===== config.mk =====
export PLATFORM = sky130hd
export DESIGN_NAME = stack_mem_resp
export DESIGN_NICKNAME = d
export VERILOG_FILES = /design/src/rtl/stack_mem_resp.sv
export SDC_FILE = /design/constraint.sdc
export NUM_CORES = 2
export LEC_CHECK = 0
export BUFFER_PORTS_ARGS = -buffer_cell sky130_fd_sc_hd__buf_2
export CORE_ASPECT_RATIO = 0.5
export CORE_MARGIN = 1
export CORE_UTILIZATION = 56
export CTS_BUF_LIST = sky130_fd_sc_hd__clkbuf_16
export DETAILED_ROUTE_END_ITERATION = 16
export PLACE_DENSITY_LB_ADDON = 0.25
export SETUP_SLACK_MARGIN = 0.15
export SYNTH_ARGS = -nofsm -noshare
export SYNTH_HDL_FRONTEND = slang
export SYNTH_SLANG_ARGS = --single-unit
export TNS_END_PERCENT = 10

===== constraint.sdc =====
create_clock -name clk -period 5 [get_ports clk]
set_input_delay 1 -clock clk [delete_from_list [all_inputs] [get_ports clk]]
set_output_delay 1 -clock clk [all_outputs]
set_load 0.01 [all_outputs]

===== src/rtl/stack_mem_resp.sv =====
// Stack RAM responder: one PUSH/POP/CALL/RET at a time, with occupancy and
// per-entry frame-type tracking, answering over a valid/ready response channel.
module stack_mem_resp #(
    parameter logic [31:0] BASE  = 32'hFFFF_FFC0,
    parameter int          DEPTH = 64,
    parameter int          AW    = 6
) (
    input  logic          clk,
    input  logic          rst,
    input  logic          req_valid,
    output logic          req_ready,
    input  logic [2:0]    req_op,
    input  logic [31:0]   req_addr,
    input  logic [31:0]   req_wdata,
    output logic          rsp_valid,
    input  logic          rsp_ready,
    output logic [31:0]   rsp_rdata,
    output logic [2:0]    rsp_err,
    output logic [AW:0]   count
);
    // state    | meaning
    // S_IDLE   | waiting for a request, req_ready high
    // S_ACCESS | classify latched request, do the RAM access, update count/tags
    // S_RESP   | response held on the output until rsp_ready
    typedef enum logic [1:0] {S_IDLE, S_ACCESS, S_RESP} state_t;

    localparam logic [2:0] OP_PUSH = 3'b001;
    localparam logic [2:0] OP_POP  = 3'b010;
    localparam logic [2:0] OP_CALL = 3'b011;
    localparam logic [2:0] OP_RET  = 3'b100;

    localparam logic [2:0] E_OK   = 3'b000;
    localparam logic [2:0] E_OVF  = 3'b001;
    localparam logic [2:0] E_UNF  = 3'b010;
    localparam logic [2:0] E_RNG  = 3'b011;
    localparam logic [2:0] E_ILL  = 3'b100;
    localparam logic [2:0] E_MISM = 3'b101;

    localparam logic [AW:0] FULL = (AW+1)'(DEPTH);

    state_t            state, state_nxt;
    logic [2:0]        op_q;
    logic [31:0]       addr_q;
    logic [31:0]       wdata_q;
    logic [31:0]       mem [DEPTH];
    logic [31:0]       ram_q;
    logic [DEPTH-1:0]  tag;
    logic              rd_en;

    logic [31:0]       off;
    logic [AW-1:0]     idx;
    logic              in_range, is_wr, is_rd;
    logic [2:0]        err_c;
    logic              do_wr, do_rd;

    always_ff @(posedge clk or posedge rst) begin
        if (rst) state <= S_IDLE;
        else     state <= state_nxt;
    end

    always_comb begin
        state_nxt = state;
        req_ready = 1'b0;
        rsp_valid = 1'b0;
        case (state)
            S_IDLE: begin
                req_ready = 1'b1;
                if (req_valid) state_nxt = S_ACCESS;
            end
            S_ACCESS: state_nxt = S_RESP;
            S_RESP: begin
                rsp_valid = 1'b1;
                if (rsp_ready) state_nxt = S_IDLE;
            end
            default: state_nxt = S_IDLE;
        endcase
    end

    always_ff @(posedge clk or posedge rst) begin
        if (rst) begin
            op_q    <= 3'b000;
            addr_q  <= 32'h0;
            wdata_q <= 32'h0;
        end else if (state == S_IDLE && req_valid) begin
            op_q    <= req_op;
            addr_q  <= req_addr;
            wdata_q <= req_wdata;
        end
    end

    // Offset is unsigned, so addresses below BASE wrap high and fail the range test.
    always_comb begin
        off      = addr_q - BASE;
        idx      = off[AW-1:0];
        in_range = off < 32'(DEPTH);
        is_wr    = (op_q == OP_PUSH) || (op_q == OP_CALL);
        is_rd    = (op_q == OP_POP)  || (op_q == OP_RET);
        if (!(is_wr || is_rd))                         err_c = E_ILL;
        else if (!in_range)                            err_c = E_RNG;
        else if (is_wr && count == FULL)               err_c = E_OVF;
        else if (is_rd && count == '0)                 err_c = E_UNF;
        else if (is_rd && (tag[idx] != (op_q == OP_RET))) err_c = E_MISM;
        else                                           err_c = E_OK;
        do_wr = (state == S_ACCESS) && is_wr && (err_c == E_OK);
        do_rd = (state == S_ACCESS) && is_rd && (err_c == E_OK || err_c == E_MISM);
    end

    // RAM has no reset; reset forces state to IDLE so no write slips through.
    always_ff @(posedge clk) begin
        if (do_wr) mem[idx] <= wdata_q;
        if (state == S_ACCESS) ram_q <= mem[idx];
    end

    always_ff @(posedge clk or posedge rst) begin
        if (rst) begin
            count   <= '0;
            tag     <= '0;
            rsp_err <= E_OK;
            rd_en   <= 1'b0;
        end else if (state == S_ACCESS) begin
            rsp_err <= err_c;
            rd_en   <= do_rd;
            if (do_wr) begin
                count    <= count + 1'b1;
                tag[idx] <= (op_q == OP_CALL);
            end
            if (do_rd) count <= count - 1'b1;
        end
    end

    assign rsp_rdata = rd_en ? ram_q : 32'h0;
endmodule


# [After elaboration in Yosys (flattened, before gate mapping)]
# Memory sizes are Yosys's and may differ from the RTL's. A register that Yosys moved wholly into a read port is not among the register bits.
# Cells that the tools add are included.
# W data, S select, Z words.
[classes] n_addsub=3 mul=0 div_mod_pow=0 n_lt_le_gt_ge=3 eq_ne=11 shift=0 n_mux=20 bitwise_logic=0 reduce_logical=20
[op_table] operator="$bwmux W64" n=1
[op_table] operator="$lt A32 B7 Y1 const B" n=1
[op_table] operator="$mux W32" n=1
[op_table] operator="$sub A32 B32 Y32 const B" n=1
[op_table] operator="$mux W3" n=5
[op_table] operator="$mux W7" n=2
[op_table] operator="$logic_and A1 B1 Y1" n=9
[op_table] operator="$add A7 B1 Y7 const B" n=1
[op_table] operator="$eq A7 B7 Y1 const B" n=1
[op_table] operator="$logic_not A7 Y1" n=1
[op_table] operator="$lt A6 B7 Y1 const B" n=1
[op_table] operator="$sub A7 B1 Y7 const B" n=1
[op_table] operator="$bmux W1 S6" n=1
[op_table] operator="$demux W1 S6" n=1
[op_table] operator="$eq A3 B2 Y1 const B" n=2
[op_table] operator="$eq A3 B3 Y1 const B" n=2
[op_table] operator="$ge A6 B1 Y1 const B" n=1
[op_table] operator="$mux W1" n=6
[op_table] operator="$pmux W2 S3" n=1
[op_table] operator="$reduce_and A2 Y1" n=3
[op_table] operator="$logic_or A1 B1 Y1" n=4
[op_table] operator="$mux W2" n=2
[op_table] operator="$ne A2 B2 Y1 const B" n=2
[op_table] operator="$eq A3 B1 Y1 const B" n=1
[op_table] operator="6 further kinds" n=6
[totals] register_bits=144 latch_bits=0 mem_bits_rw=2048 rom_bits=0 output_inout_bits=44 word_cells=66 n_memories=1
[memory_table] memory="mem" depth=64 width=32 read_ports=1 rd_ports_with_merged_regs=1 wr=1 line_no="45" rtl="logic [31:0] mem [DEPTH];"

# [Logic depth before layout (Yosys ltp)]
[depth] ltp_word=15 ltp_mapped=14 mapped_depth_nobuf=14

# [Worst setup path before layout]
# Ideal clock, no wire load.
[synth_path] path_kind="register to register" from="register state[1]" to="register tag[0]" setup_time_ns=0.125 arrival_ns=4.031 required_time_ns=4.875 slack_ns=0.844 stages_incl_launch_ff=9 path_buffers=1 synth_period_minus_slack_ns=4.156 path_cell_list="dfrtp_1 -> nand2b_1 -> clkbuf_1 -> inv_1 -> nand3_1 -> nor3b_2 -> nand2_1 -> nor2_1 -> mux2_2"
[synth_between] elab_chain_len=4
[synth_rtl] item="from (decl)" line_no="41" rtl="state_t state, state_nxt;"
[synth_rtl] item="from (signal assigned)" line_no="58" rtl="else state <= state_nxt;"
[synth_rtl] item="$eq A2 B1 Y1 (*)" line_no="104, 120"
[synth_rtl] item="$logic_and A1 B1 Y1 (2 in series)" line_no="104" rtl="do_wr = (state == S_ACCESS) && is_wr && (err_c == E_OK);"
[synth_rtl] item="$reduce_and A2 Y1 (no source line) (*)"
[synth_rtl] item="to (signal, indexed assignment)" line_no="125" rtl="tag[idx] <= (op_q == OP_CALL);"
[synth_rtl] item="to (decl)" line_no="47" rtl="logic [DEPTH-1:0] tag;"
# Mark *: on every way between the ends. The rest lies on a longest branch, timed or not.
# A chain may end at the register's enable or synchronous reset.

# [Worst setup path in the final report]
[layout_path] from="register addr_q[26]" to="memory mem[49][5] (enable)"
[layout_between] elab_chain_len=8
[layout_rtl] item="from (decl)" line_no="43" rtl="logic [31:0] addr_q;"
[layout_rtl] item="from (signal assigned)" line_no="86" rtl="addr_q <= req_addr;"
[layout_rtl] item="$sub A32 B32 Y32" line_no="93" rtl="off = addr_q - BASE;"
[layout_rtl] item="$lt A32 B7 Y1" line_no="95" rtl="in_range = off < 32'(DEPTH);"
[layout_rtl] item="$mux W3" line_no="99" rtl="else if (!in_range) err_c = E_RNG;"
[layout_rtl] item="$mux W3" line_no="98" rtl="if (!(is_wr || is_rd)) err_c = E_ILL;"
[layout_rtl] item="$logic_not A3 Y1" line_no="104"
[layout_rtl] item="$logic_and A1 B1 Y1" line_no="104"
[layout_rtl] item="$mux W1" line_no="110" rtl="if (do_wr) mem[idx] <= wdata_q;"
[layout_rtl] item="$mux W1 (not written as such)" line_no="110"
[layout_rtl] item="to (decl)" line_no="45"
# No other way between the ends.

==> results.sh <==
export IMPL_worstSetupPathType="register to register"
export IMPL_clkTransAtPathRegs_ps=70
export IMPL_slowest_delay_ps=990
export IMPL_cts_resized_gates=0
export IMPL_critPathLaunchType="register"
export IMPL_numPortBuffers=114
export IMPL_die_x_um=540
export IMPL_seq_power_share_pct=48.8
export IMPL_syn_area_mm2=0.0810
export IMPL_rsz0062_at_grt="no"
export IMPL_grt_max_degree=117
export IMPL_reg2reg_from="addr_q[26]$_DFFE_PP0P_"
export IMPL_sw_frac_of_total_pct=33.5
export IMPL_layout_commonest_cell="edfxtp_1"
export IMPL_drive_above_1_share_pct=17.2
export IMPL_maxSlewHeadroom_pct=2.33
export IMPL_drv_cap=0
export IMPL_reg2reg_to="mem[49][5]$_DFFE_PP_"
export IMPL_most_common_layout_cells="edfxtp_1, a22oi_1, clkbuf_16"
export IMPL_synthCells=4365
export IMPL_synth_seq_area_share_pct=81.6
export IMPL_synth_simple_gate_area_share_pct=2.51
export IMPL_place_inst=6306
export IMPL_critPathArrivalTime_ps=5240
export IMPL_die_area_mm2=0.146
export IMPL_nets=4666
export IMPL_drt_wl_total_mm=250
export IMPL_place_area_mm2=0.0857
export IMPL_cpMaxStageDelayCell="nor3b_2"
export IMPL_gp_congestion=0.890
export IMPL_cts_buffers=181
export IMPL_period_share_pct=94.7
export IMPL_clkPwrFrac_pct=26.9
export IMPL_setup_viol=0
export IMPL_tightest_slew_ps=1470
export IMPL_critPathBufInv=1
export IMPL_grt_pass1_wl_mm=348
export IMPL_areaGrowthSynthToFinish_pct=12.8
export IMPL_finalHoldViolCount=0
export IMPL_stdcell_area_mm2=0.0913
export IMPL_grt_pass1_vias=46000
export IMPL_setup_slack_ps=267
export IMPL_antenna_left=0
export IMPL_cts_buffer_depth=3
export IMPL_avgViaCountPerCell=7.24
export IMPL_track_usage_pct=34.0
export IMPL_hold_ws_ps=288
export IMPL_dr_first_iter_drc_count=8977
export IMPL_status="completed"
export IMPL_cts_tree="built"
export IMPL_ys_ff_latch=2224
export IMPL_cp_data_required_time_ps=5500
export IMPL_synth_compound_area_share_pct=12.1
export IMPL_grt_ovfl_total=0
export IMPL_synth_fa_ha_area_share_pct=0.102
export IMPL_vdd_ir_drop_max_mv=0.499
export IMPL_die_h_um=271
export IMPL_period_needed_ps=4730
export IMPL_fin_skew_ps=34.6
export IMPL_worstHoldPathType="input pin to asynchronous set/reset pin"
export IMPL_power_density_mw_per_mm2=565
export IMPL_synth_cell_types=56
export IMPL_rows=98
export IMPL_dr_total_vias=48100
export IMPL_timing_fmax_mhz=211
export IMPL_crit_start="addr_q[26]$_DFFE_PP0P_"
export IMPL_critPathMaxFanout=17
export IMPL_io_pins=115
export IMPL_synth_avg_cell_area_um2=18.5
export IMPL_root_buffer="clkbuf_16"
export IMPL_synth_edff_count=2080
export IMPL_power_frac_comb_pct=24.3
export IMPL_num_fill_cells=9647
export IMPL_initial_core_util_pct=56.5
export IMPL_postCtsSetupRepairBufs=0
export IMPL_dp_final_hpwl_mm=142
export IMPL_remaining_drc_errors=0
export IMPL_cts_max_level=4
export IMPL_clk_latency_ps=830
export IMPL_coreArea_mm2=0.143
export IMPL_finalSetupTns_ps=0
export IMPL_worstPathCellList="and4_1, or4_1, a21boi_0, nor3b_2, nand2_1, nor2_4, buf_12"
export IMPL_synth_warning_count=0
export IMPL_async_flop_share_pct=6.47
export IMPL_drtPass1Iterations=8
export IMPL_instances_no_fill=6638
export IMPL_routedWlPerCell_um=37.7
export IMPL_crit_path_end="mem[49][5]$_DFFE_PP_"
export IMPL_cp_top_family="simple AND/OR/NAND/NOR gates"
export IMPL_clock_sinks=2224
export IMPL_power_internal_uw=34300
export IMPL_holdBufCountCts=0
export IMPL_cp_depth=7
export IMPL_synth_xor_area_share_pct=0.0757
export IMPL_synth_top_family_by_area="compound AO/OA/AOI/OAI gates"
export IMPL_p_sw_uw=17300
export IMPL_muxShareOfSynthArea_pct=2.12
export IMPL_synthFlopType="edfxtp_1"
export IMPL_ff2ff_setup_slack_ps=270
export IMPL_antenna_found_initial=7
export IMPL_final_max_slew_violation_count=0
export IMPL_cp_end_kind="register"
export IMPL_r2r_worst_path_cells=7
export IMPL_p_leak_uw=0.0288
export IMPL_synth_fp_nets=4442
export IMPL_pre_cts_slack_ps=535
==> synth_stat cells, drive strengths merged, types with 5 or more instances <==
cell,number,share of area (%)
inv,11,0.051
a41oi,10,0.11
o21ai,15,0.093
o221ai,5,0.054
a22o,142,1.5
and2,37,0.29
a22oi,675,6.3
a21oi,89,0.55
dfrtp,144,4.5
o22ai,6,0.046
nor4,17,0.13
a222oi,32,0.40
nand2b,13,0.10
edfxtp,2080,77
or4,8,0.074
nand2,57,0.26
nor3,8,0.049
clkbuf,181,0.84
nand4,103,0.80
a31oi,142,1.1
mux2i,9,0.11
ha,5,0.077
buf,105,0.56
a221oi,163,1.8
mux2,136,1.9
nor2,80,0.37
nand3,39,0.24
==> worst min-delay path by stage <==
stage                                 from                       to  cells past startpoint
detailed placement  rsp_err[1]$_DFFE_PP0P_   rsp_err[1]$_DFFE_PP0P_                      2
global placement    rsp_err[1]$_DFFE_PP0P_   rsp_err[1]$_DFFE_PP0P_                      2
CTS                                    rst  wdata_q[28]$_DFFE_PP0P_                      2
floorplan           addr_q[21]$_DFFE_PP0P_   addr_q[21]$_DFFE_PP0P_                      1
global route                           rst  wdata_q[26]$_DFFE_PP0P_                      2
finish                                 rst  wdata_q[28]$_DFFE_PP0P_                      2
==> sequential cells by signal, indices dropped and copies added (netlist names) <==
signal,count
mem,2048
count,7
tag,64
ram_q,32
rsp_err,3
op_q,3
wdata_q,32
rd_en,1
state,2
addr_q,32
==> metrics by stage <==
step | util, % | total power [uW]
after CTS | 63.7 | 51100
after detailed placement | 59.8 | 37600
after global placement | 59.8 | 37400
after floorplan | - | 31300
after global routing | 63.7 | 52700
final | 63.7 | 51600
==> power groups by stage <==
| stage | Combinational [uW] | Sequential (uW) | Clock [uW] |
|---|---|---|---|
| after floorplan | 5970 | 25400 | 0 |
| after global placement | 12000 | 25400 | 0 |
| after detailed placement | 12100 | 25500 | 0 |
| after CTS | 12100 | 25100 | 13900 |
| after global routing | 12900 | 25200 | 14500 |
| final | 12500 | 25200 | 13900 |
==> layer usage <==
layer | GRT usage [%] | up-vias | routed length (um)
met4 | 12.5 | 6 | 9360
met5 | 0 | - | 28
met1 | 50.3 | 24300 | 93500
met2 | 47.9 | 4394 | 106000
met3 | 10.4 | 474 | 40900
li1 | - | 18800 | -
==> cell type report <==
class / instances / area, um2 / area share (%)
Clock buffer: 186 / 4650 / 5.10
Inverter: 11 / 45.0 / 0.0493
Sequential cell: 2224 / 66100 / 72.4
Multi-Input combinational cell: 1844 / 14300 / 15.6
Tap cell: 1900 / 2380 / 2.60
Clock inverter: 141 / 977 / 1.07
Timing Repair Buffer: 327 / 2880 / 3.16
Antenna cell: 5 / 12.5 / 0.0137
==> cell families (layout without fill, tap and decap cells) <==
logic type | count (synthesis) | after routing
compound gates | 1298 | 1298
buf+inv | 297 | 665
other cells | 0 | 5
fa+ha+maj | 6 | 6
mux | 149 | 149
xor+xnor | 7 | 7
simple gates | 384 | 384
flops | 2224 | 2224
(Power assumes the default switching activity.)
